**src/rtl/timer_pkg.sv**
```systemverilog
// Shared definitions for the counter_ctrl timer block.
// Holds the FSM state encoding, the default maximum prescaler exponent,
// and a helper that clamps a requested exponent to the legal range.
package timer_pkg;

    localparam int DIV_VAL_MAX = 8;

    typedef enum logic [1:0] {
        IDLE   = 2'd0,
        COUNT  = 2'd1,
        HALTED = 2'd2
    } state_t;

    // Clamp a requested prescaler exponent to the largest supported value.
    function automatic logic [3:0] sat_div_val(input logic [3:0] div_val,
                                               input logic [3:0] max_val);
        logic [3:0] result;
        if (div_val > max_val) begin
            result = max_val;
        end else begin
            result = div_val;
        end
        return result;
    endfunction

endpackage

```
**src/rtl/timer_prescaler.sv**
```systemverilog
// Prescaler for the timer: counts cycles while running and emits a tick every
// 2^div_val cycles (every cycle when disabled or div_val is 0).
// Ports:
//   clk, rst_n : clock, asynchronous active-low reset
//   run        : high in COUNT; the divider advances
//   hold       : high in HALTED; the divider freezes
//   div_en     : prescaler enable
//   div_val    : exponent, clamped to DIV_MAX
//   tick       : combinational count-enable for the main counter
module timer_prescaler
    import timer_pkg::*;
#(
    parameter int DIV_MAX = 8
) (
    input  logic       clk,
    input  logic       rst_n,
    input  logic       run,
    input  logic       hold,
    input  logic       div_en,
    input  logic [3:0] div_val,
    output logic       tick
);

    localparam int CW = (DIV_MAX < 1) ? 1 : DIV_MAX;

    logic [3:0]    div_eff_s;
    logic [CW-1:0] term_s;
    logic          wrap_s;
    logic [CW-1:0] div_cnt_r;

    // Terminal count is a mask of div_eff low ones, i.e. 2^div_eff - 1.
    always_comb begin
        div_eff_s = sat_div_val(div_val, 4'(DIV_MAX));
        term_s    = '0;
        for (int i = 0; i < CW; i++) begin
            term_s[i] = (i < int'(div_eff_s));
        end
        wrap_s = (div_cnt_r == term_s);
    end

    // Divider counter: advance in COUNT, freeze in HALTED, clear otherwise.
    always_ff @(posedge clk or negedge rst_n) begin
        if (!rst_n) begin
            div_cnt_r <= '0;
        end else if (run) begin
            if (wrap_s) begin
                div_cnt_r <= '0;
            end else begin
                div_cnt_r <= div_cnt_r + CW'(1);
            end
        end else if (hold) begin
            div_cnt_r <= div_cnt_r;
        end else begin
            div_cnt_r <= '0;
        end
    end

    // Tick only while running; an undivided clock ticks every cycle.
    always_comb begin
        if (run) begin
            tick = !div_en || (div_eff_s == 4'd0) || wrap_s;
        end else begin
            tick = 1'b0;
        end
    end

endmodule

```
**src/rtl/counter_ctrl.sv**
```systemverilog
// 64-bit timer with prescaler, debug halt, software load/clear and a sticky
// compare-match interrupt.
// Ports:
//   sys_clk, sys_rst_n          : clock, asynchronous active-low reset
//   timer_en, div_en, div_val   : counting enable, prescaler enable/exponent
//   halt_req, dbg_mode          : debug halt request and its qualifier
//   compare_val                 : 64-bit compare value
//   interrupt_en                : gates interrupt_status onto tim_int
//   counter_clear               : clears cnt_val (highest priority)
//   counter_write_sel/_data     : per-half load of cnt_val
//   interrupt_clear             : clears interrupt_status (a new match wins)
//   cnt_val, halt_ack_status, interrupt_status : registered outputs
//   tim_int                     : interrupt line
module counter_ctrl
    import timer_pkg::*;
#(
    parameter int DIV_VAL_MAX = timer_pkg::DIV_VAL_MAX
) (
    input  logic        sys_clk,
    input  logic        sys_rst_n,
    input  logic        timer_en,
    input  logic        div_en,
    input  logic [3:0]  div_val,
    input  logic        halt_req,
    input  logic        dbg_mode,
    input  logic [63:0] compare_val,
    input  logic        interrupt_en,
    input  logic        counter_clear,
    input  logic [1:0]  counter_write_sel,
    input  logic [31:0] counter_write_data,
    input  logic        interrupt_clear,
    output logic [63:0] cnt_val,
    output logic        halt_ack_status,
    output logic        interrupt_status,
    output logic        tim_int
);

    state_t state_r;
    state_t state_next_s;
    logic   halt_cond_s;
    logic   run_s;
    logic   hold_s;
    logic   tick_s;
    logic   match_s;

    assign halt_cond_s = halt_req && dbg_mode;

    // FSM state register.
    always_ff @(posedge sys_clk or negedge sys_rst_n) begin
        if (!sys_rst_n) begin
            state_r <= IDLE;
        end else begin
            state_r <= state_next_s;
        end
    end

    // FSM next-state logic; a qualified halt request overrides everything.
    always_comb begin
        state_next_s = state_r;
        case (state_r)
            IDLE: begin
                if (halt_cond_s) begin
                    state_next_s = HALTED;
                end else if (timer_en) begin
                    state_next_s = COUNT;
                end else begin
                    state_next_s = IDLE;
                end
            end
            COUNT: begin
                if (halt_cond_s) begin
                    state_next_s = HALTED;
                end else if (!timer_en) begin
                    state_next_s = IDLE;
                end else begin
                    state_next_s = COUNT;
                end
            end
            HALTED: begin
                if (halt_cond_s) begin
                    state_next_s = HALTED;
                end else if (timer_en) begin
                    state_next_s = COUNT;
                end else begin
                    state_next_s = IDLE;
                end
            end
            default: begin
                state_next_s = IDLE;
            end
        endcase
    end

    // FSM output decode driving the prescaler.
    always_comb begin
        run_s  = 1'b0;
        hold_s = 1'b0;
        case (state_r)
            COUNT:   run_s  = 1'b1;
            HALTED:  hold_s = 1'b1;
            default: begin
                run_s  = 1'b0;
                hold_s = 1'b0;
            end
        endcase
    end

    // Halt acknowledge registered from the next state so it tracks state_r.
    always_ff @(posedge sys_clk or negedge sys_rst_n) begin
        if (!sys_rst_n) begin
            halt_ack_status <= 1'b0;
        end else begin
            halt_ack_status <= (state_next_s == HALTED);
        end
    end

    timer_prescaler #(
        .DIV_MAX (DIV_VAL_MAX)
    ) u_prescaler (
        .clk     (sys_clk),
        .rst_n   (sys_rst_n),
        .run     (run_s),
        .hold    (hold_s),
        .div_en  (div_en),
        .div_val (div_val),
        .tick    (tick_s)
    );

    // Main counter: clear, then software load (which suppresses the tick), then tick.
    always_ff @(posedge sys_clk or negedge sys_rst_n) begin
        if (!sys_rst_n) begin
            cnt_val <= 64'd0;
        end else if (counter_clear) begin
            cnt_val <= 64'd0;
        end else if (counter_write_sel != 2'b00) begin
            if (counter_write_sel[0]) begin
                cnt_val[31:0] <= counter_write_data;
            end else begin
                cnt_val[31:0] <= cnt_val[31:0];
            end
            if (counter_write_sel[1]) begin
                cnt_val[63:32] <= counter_write_data;
            end else begin
                cnt_val[63:32] <= cnt_val[63:32];
            end
        end else if (tick_s) begin
            cnt_val <= cnt_val + 64'd1;
        end else begin
            cnt_val <= cnt_val;
        end
    end

    assign match_s = (cnt_val == compare_val);

    // Sticky match flag; a match in the same cycle as a clear keeps it set.
    always_ff @(posedge sys_clk or negedge sys_rst_n) begin
        if (!sys_rst_n) begin
            interrupt_status <= 1'b0;
        end else if (match_s) begin
            interrupt_status <= 1'b1;
        end else if (interrupt_clear) begin
            interrupt_status <= 1'b0;
        end else begin
            interrupt_status <= interrupt_status;
        end
    end

    assign tim_int = interrupt_status && interrupt_en;

endmodule

```
**config.mk**
```make
export PLATFORM = sky130hd
export DESIGN_NAME = counter_ctrl
export DESIGN_NICKNAME = d
export VERILOG_FILES = /design/src/rtl/timer_pkg.sv /design/src/rtl/timer_prescaler.sv /design/src/rtl/counter_ctrl.sv
export SDC_FILE = /design/constraint.sdc
export NUM_CORES = 1
export LEC_CHECK = 0
export ABC_CLOCK_PERIOD_IN_PS = 2600
export BUFFER_PORTS_ARGS = -buffer_cell sky130_fd_sc_hd__buf_4
export CORE_UTILIZATION = 47
export CTS_BUF_LIST = sky130_fd_sc_hd__clkbuf_4 sky130_fd_sc_hd__clkbuf_8 sky130_fd_sc_hd__clkbuf_16
export DETAILED_ROUTE_END_ITERATION = 8
export GPL_TIMING_DRIVEN = 0
export HOLD_SLACK_MARGIN = 0.06
export PLACE_DENSITY_LB_ADDON = 0.2
export SYNTH_ARGS = -nofsm -noshare
export SYNTH_HDL_FRONTEND = slang
export SYNTH_SLANG_ARGS = --single-unit
```
**constraint.sdc**
```tcl
create_clock -name sys_clk -period 2.6 [get_ports sys_clk]
set_clock_uncertainty 0.15 [all_clocks]
set_input_delay 0.65 -clock sys_clk [delete_from_list [all_inputs] [get_ports sys_clk]]
set_output_delay 0.65 -clock sys_clk [all_outputs]
set_load 0.1 [all_outputs]
```
# Yosys cells after proc, flatten, opt, wreduce, memory -nomap -nowiden
# Cells that the tools add are included.
word_totals:
  regBits: 76
  input_bits: 111
  out_inout_bits: 67
op_classes:
  add_sub_neg: 2
  n_lt_le_gt_ge: 9
  n_eq_ne: 8
  n_mux: 17
  reduce_logical: 13
ops:
  columns: ["operator", "n"]
  rows:
  - ["64-bit two-way mux", 3]
  - ["64-bit by 1-bit adder with 64-bit output (second input constant)", 1]
  - ["64-bit == test", 1]
  - ["32-bit two-way mux", 2]
  - ["8-bit two-way mux", 3]
  - ["3-bit by 4-bit < comparator with 1-bit output (first input constant)", 4]
  - ["8-bit by 1-bit adder with 8-bit output (second input constant)", 1]
  - ["8-bit == test", 1]
  - ["1-bit by 4-bit < comparator with 1-bit output (first input constant)", 2]
  - ["2-bit by 4-bit < comparator with 1-bit output (first input constant)", 2]
  - ["1-bit two-way mux", 6]
  - ["3-bit inequality test (second input constant)", 2]
  - ["2-bit == test (second input constant)", 2]
  - ["4-bit > comparator (second input constant)", 1]
  - ["4-bit logical NOT", 1]
  - ["2-bit two-way mux", 2]
  - ["4-bit two-way mux", 1]
  - ["2-bit AND reduction", 2]
  - ["2-bit nonzero test", 2]
  - ["3-bit nonzero test", 1]
  - ["3-bit OR reduction", 1]
  - ["2-bit by 1-bit == test with 1-bit output (second input constant)", 1]
  - ["1-bit logical AND", 2]
  - ["2-bit logical NOT", 1]
  - ["other kinds (3)", 4]

# Logic depth before layout (Yosys ltp)
logic_depth:
  ltp_word: 9
  depth_mapped: 11
  ltp_nobuf: 8

# Modules after synthesis
# Synthesis repeated with hierarchy kept, for this count alone.
unflattened:
  cells_unflattened: 788
  area_unflattened_um2: 6409.9
by_module_without_submodules:
  columns: ["mod", "n_inst", "cells_each", "area_each_um2", "seq_area_each_um2"]
  rows:
  - ["counter_ctrl", 1, 723, 5796.8, 1701.6]
  - ["timer_prescaler", 1, 65, 613.1, 200.2]

# Worst setup path before layout
# No wires, ideal clock.
synth_timing:
  kind: "register to register"
  startpoint: "register cnt_val[0]"
  endpoint: "register cnt_val[60]"
  setup_ns: 0.122
  arrival_ns: 3.281
  path_slack_ns: -0.954
  path_stages_with_launch: 11
  path_buffers: 2
  cell_sequence: "dfrtp_1 ha_1 and3_1 buf_2 and4_1 clkbuf_1 nand4_1 nor4_1 nand4_1 a21o_1 a22o_1"
synth_via:
  elab_chain_len: 4
synth_lines:
  columns: ["item", "line", "text"]
  rows:
  - ["start, declared", "counter_ctrl.sv:32", "output logic [63:0] cnt_val,"]
  - ["start signal, assigned", "counter_ctrl.sv:137", "cnt_val[31:0] <= counter_write_data;"]
  - ["start signal, assigned", "counter_ctrl.sv:139", "cnt_val[31:0] <= cnt_val[31:0];"]
  - ["start signal, assigned", "counter_ctrl.sv:147", "cnt_val <= cnt_val + 64'd1;"]
  - ["64-bit by 1-bit adder with 64-bit output", "counter_ctrl.sv:147", null]
  - ["64-bit two-way mux", "counter_ctrl.sv:146", "end else if (tick_s) begin"]
  - ["64-bit two-way mux", "counter_ctrl.sv:135", "end else if (counter_write_sel != 2'b00) begin"]
  - ["64-bit two-way mux", "counter_ctrl.sv:133", "end else if (counter_clear) begin"]
# Every way passes these cells. The select of a mux whose other input is x is not followed.
# A chain may end at the register's enable or synchronous reset.

# Worst setup path in the final report
layout_timing:
  startpoint: "input div_val[2]"
  endpoint: "register cnt_val[22]"
layout_via:
  elab_chain_len: 8
layout_lines:
  columns: ["item", "line", "text"]
  rows:
  - ["start, declared", "counter_ctrl.sv:23", "input logic [3:0] div_val,"]
  - ["4-bit > comparator", "timer_pkg.sv:18", "if (div_val > max_val) begin"]
  - ["4-bit two-way mux (*)", "timer_pkg.sv:18", null]
  - ["1-bit by 4-bit < comparator with 1-bit output, or another cell as far along", "timer_prescaler.sv:36", "term_s[i] = (i < int'(div_eff_s));"]
  - ["8-bit == test / 1-bit logical OR (equally long branches)", "timer_prescaler.sv:38, timer_prescaler.sv:61", null]
  - ["1-bit logical OR (*)", "timer_prescaler.sv:61", "tick = !div_en || (div_eff_s == 4'd0) || wrap_s;"]
  - ["1-bit two-way mux (*)", "timer_prescaler.sv:60", "if (run) begin"]
  - ["3-bit nonzero test (no line) (*)", null, null]
  - ["2-bit AND reduction (no line) (*)", null, null]
# Mark *: on every way between the ends. The rest lies on a longest branch, timed or not.

==> reports/results.ini <==
[global_routing]
grt_max_degree = 77
grt_pass1_vias = 6853
met1_usage_pct = 57.7
grt_use_met2_pct = 69.7
grt_pass1_wl_um = 41300
grt_overflow = 0
busiest_layer = met2
grt_antenna_before_repair = 1
grt_usage_pct = 44.4
use_met3_pct = 11.0

[worst_setup_path]
worstPathMaxFanout = 5
worst-path-stages = 10
reg2reg_slack_ns = -0.18
critPathRequiredTime_ns = 2.64
cp-end-kind = flip-flop
cp.buffers_inverters = 3
critical_path.top_delay_family = simple AND/OR/NAND/NOR gates
cpMostUsedCell = buf_8
path_cells = buf_8 -> or4_1 -> a2bb2oi_1 -> a222oi_1 -> buf_4 -> a21oi_4 -> or3_4 -> buf_8 -> o211ai_1 -> o31ai_1
crit_type = input pin to flip-flop
crit_slowest_cell = or4_1
cp-start-kind = input pin
cpPeakStageDelay_ns = 0.51
reg2reg_depth = 9
cp.arrival_ns = 2.86

[timing]
setup_viol_count_final = 62
setup_slack_ns = -0.220
clock.fmax_mhz = 355
rsz0062_at_grt = yes
slew_headroom_pct = 31.4
slew_viol_final = 0
period_share_pct = 108
worstMarginPinSlew_ns = 1.03
fin_setup_tns_ns = -7.30
hold_viol_final = 0
fin_crit_ns = 2.82

[layout]
fin_nets = 1049
diodes = 0
most-common-layout-cells = 189 x buf_4, 67 x xnor2_1, 61 x nor2_1
nFillCells = 964
synthToLayoutAreaGrowth_pct = 48.4
final_common_cell = buf_4
final_util_pct = 71.3
drive_gt1_share_pct = 37.5

[synthesis]
synth_top_area_cell = dfrtp_1
netlist_area_um2 = 5750
syn_nets = 844
synthFlopType = dfrtp_1
ys_types = 61
synth_top_cell_area_share_pct = 33.1
seq_area_frac_synth_pct = 33.1
syn_avg_cell_area_um2 = 7.87
synth_area_leaders = dfrtp_1 33%, xnor2_1 10%, o21ai_0 6.9%, nor2_1 4.4%, a21oi_1 3.9%
synth_edf_count = 0
yosysWarnings = 0
synthArstFlopShare_pct = 100
ys_ff_latch = 76
syn_inst = 731

[clocking]
htreeDepth = 3
clk_latency_ns = 0.36
cts_tree = built
clk_path_buf_depth = 2
cts_buffers = 9
cts_sinks = 76
clk_pin_slew_ns = 0.07
cts_root_buf = clkbuf_16

[detailed_routing]
wl_um = 29100
num_vias = 7628
drc_errors = 0
ant_nets = 0
drt_iter0_drc = 1067
drt_pre_antenna_iters = 6
via_per_inst = 7.01
wire_per_inst_um = 26.7

[floorplanning]
die_h_um = 113
die_area_um2 = 12700
die_x_um = 113
core_um2 = 12000
fp-row-count = 40
io_pins = 178
start_util_pct = 48.1

[power]
power_density_nw_per_um2 = 542
p_leak_nw = 3.55
vdd_drop_max_v = 0.000411

[placed_design]
port_buffers = 172
dp_hpwl_um = 20400
gp_congestion = 1.03

[hold_path]
hold_class = input pin to async pin

[run_status]
status = finished with violations
violations = setup timing

[run]
drv_cap = 0

final timing paths:
path | from | endpoint
max in group asynchronous | sys_rst_n | cnt_val[0]
max reg2reg | u_prescaler.div_cnt_r[3] | cnt_val[22]
min | sys_rst_n | cnt_val[61]
min in group sys_clk | interrupt_clear | interrupt_status
min reg2reg | state_r[1] | halt_ack_status
max | div_val[2] | cnt_val[22]
sequential cells by signal (all words and copies together), names as in the netlist:
register               flops
state_r                    2
interrupt_status           1
u_prescaler.div_cnt_r      8
halt_ack_status            1
cnt_val                   64
kinds of logic (layout without fill, tap and decap cells):
kind of cell / Yosys count / in the layout / share of synthesized area [%]
mux: 1 / 1 / 0.174
simple gates: 290 / 290 / 26.5
buf+inv: 63 / 273 / 4.37
xor+xnor: 67 / 67 / 10.2
flops: 76 / 76 / 33.1
fa+ha+maj: 2 / 2 / 0.435
compound gates: 232 / 232 / 25.3
metrics by stage:
step	hold WS [ns]	area (um^2)	instances	worst slack (ns)	power, mW
detailed placement	0.356	7410	1050	-0.878	3.01
floorplan	0.204	5930	731	-0.404	2.45
global placement	0.335	7410	1050	-0.793	2.99
CTS	0.356	8160	1082	-0.119	4.48
finish	0.312	8530	1088	-0.220	4.63
global route	0.349	8530	1088	-0.288	4.72
cell usage after synthesis (all sizes together), types with 5 or more instances:
cell     instances
o22a             5
nand3           29
o22ai            8
nor4            13
o2bb2ai          5
and4            14
o31ai           13
a31oi           11
and2             8
dfrtp           76
o21ai           88
a22oi           13
buf              8
nand4           34
and3            20
nor2b            5
nand2           52
o31a            10
xnor2           67
nor2            67
inv              9
nand2b           6
nor3            20
a21oi           46
clkbuf          46
or3              6
routing by layer:
layer	vias up	part of all wire (%)
li1	3145	-
met1	3595	36
met2	728	45
met3	158	14
met4	2	5.1
met5	-	0.031
area by class of cell:
cell class,instances,area [um^2],share of cell area (%)
clock buffer,11,246,2.89
clock inverter,5,85.1,0.997
inverter,9,33.8,0.396
tap,147,184,2.16
multi-input combinational,592,4020,47.1
buffer,44,359,4.21
timing repair buffer,204,1670,19.6
sequential,76,1930,22.6
report_power, final:
group,internal [mW],switching (mW),total (mW),leakage [nW]
registers,1.27,0.202,1.48,0.972
logic,0.541,1.17,1.71,2.42
clock network,0.881,0.555,1.44,0.159
total,2.70,1.93,4.63,3.55
what timing repair did:
action,4_1_cts,5_1_grt
cloned,3,5
endpoints found under the hold margin,0,0
pin swaps,14,18
buffers inserted,19,5
hold buffers,0,0
gates resized for setup,70,74
endpoints found under the setup margin,64,67
(Power assumes the default switching activity.)
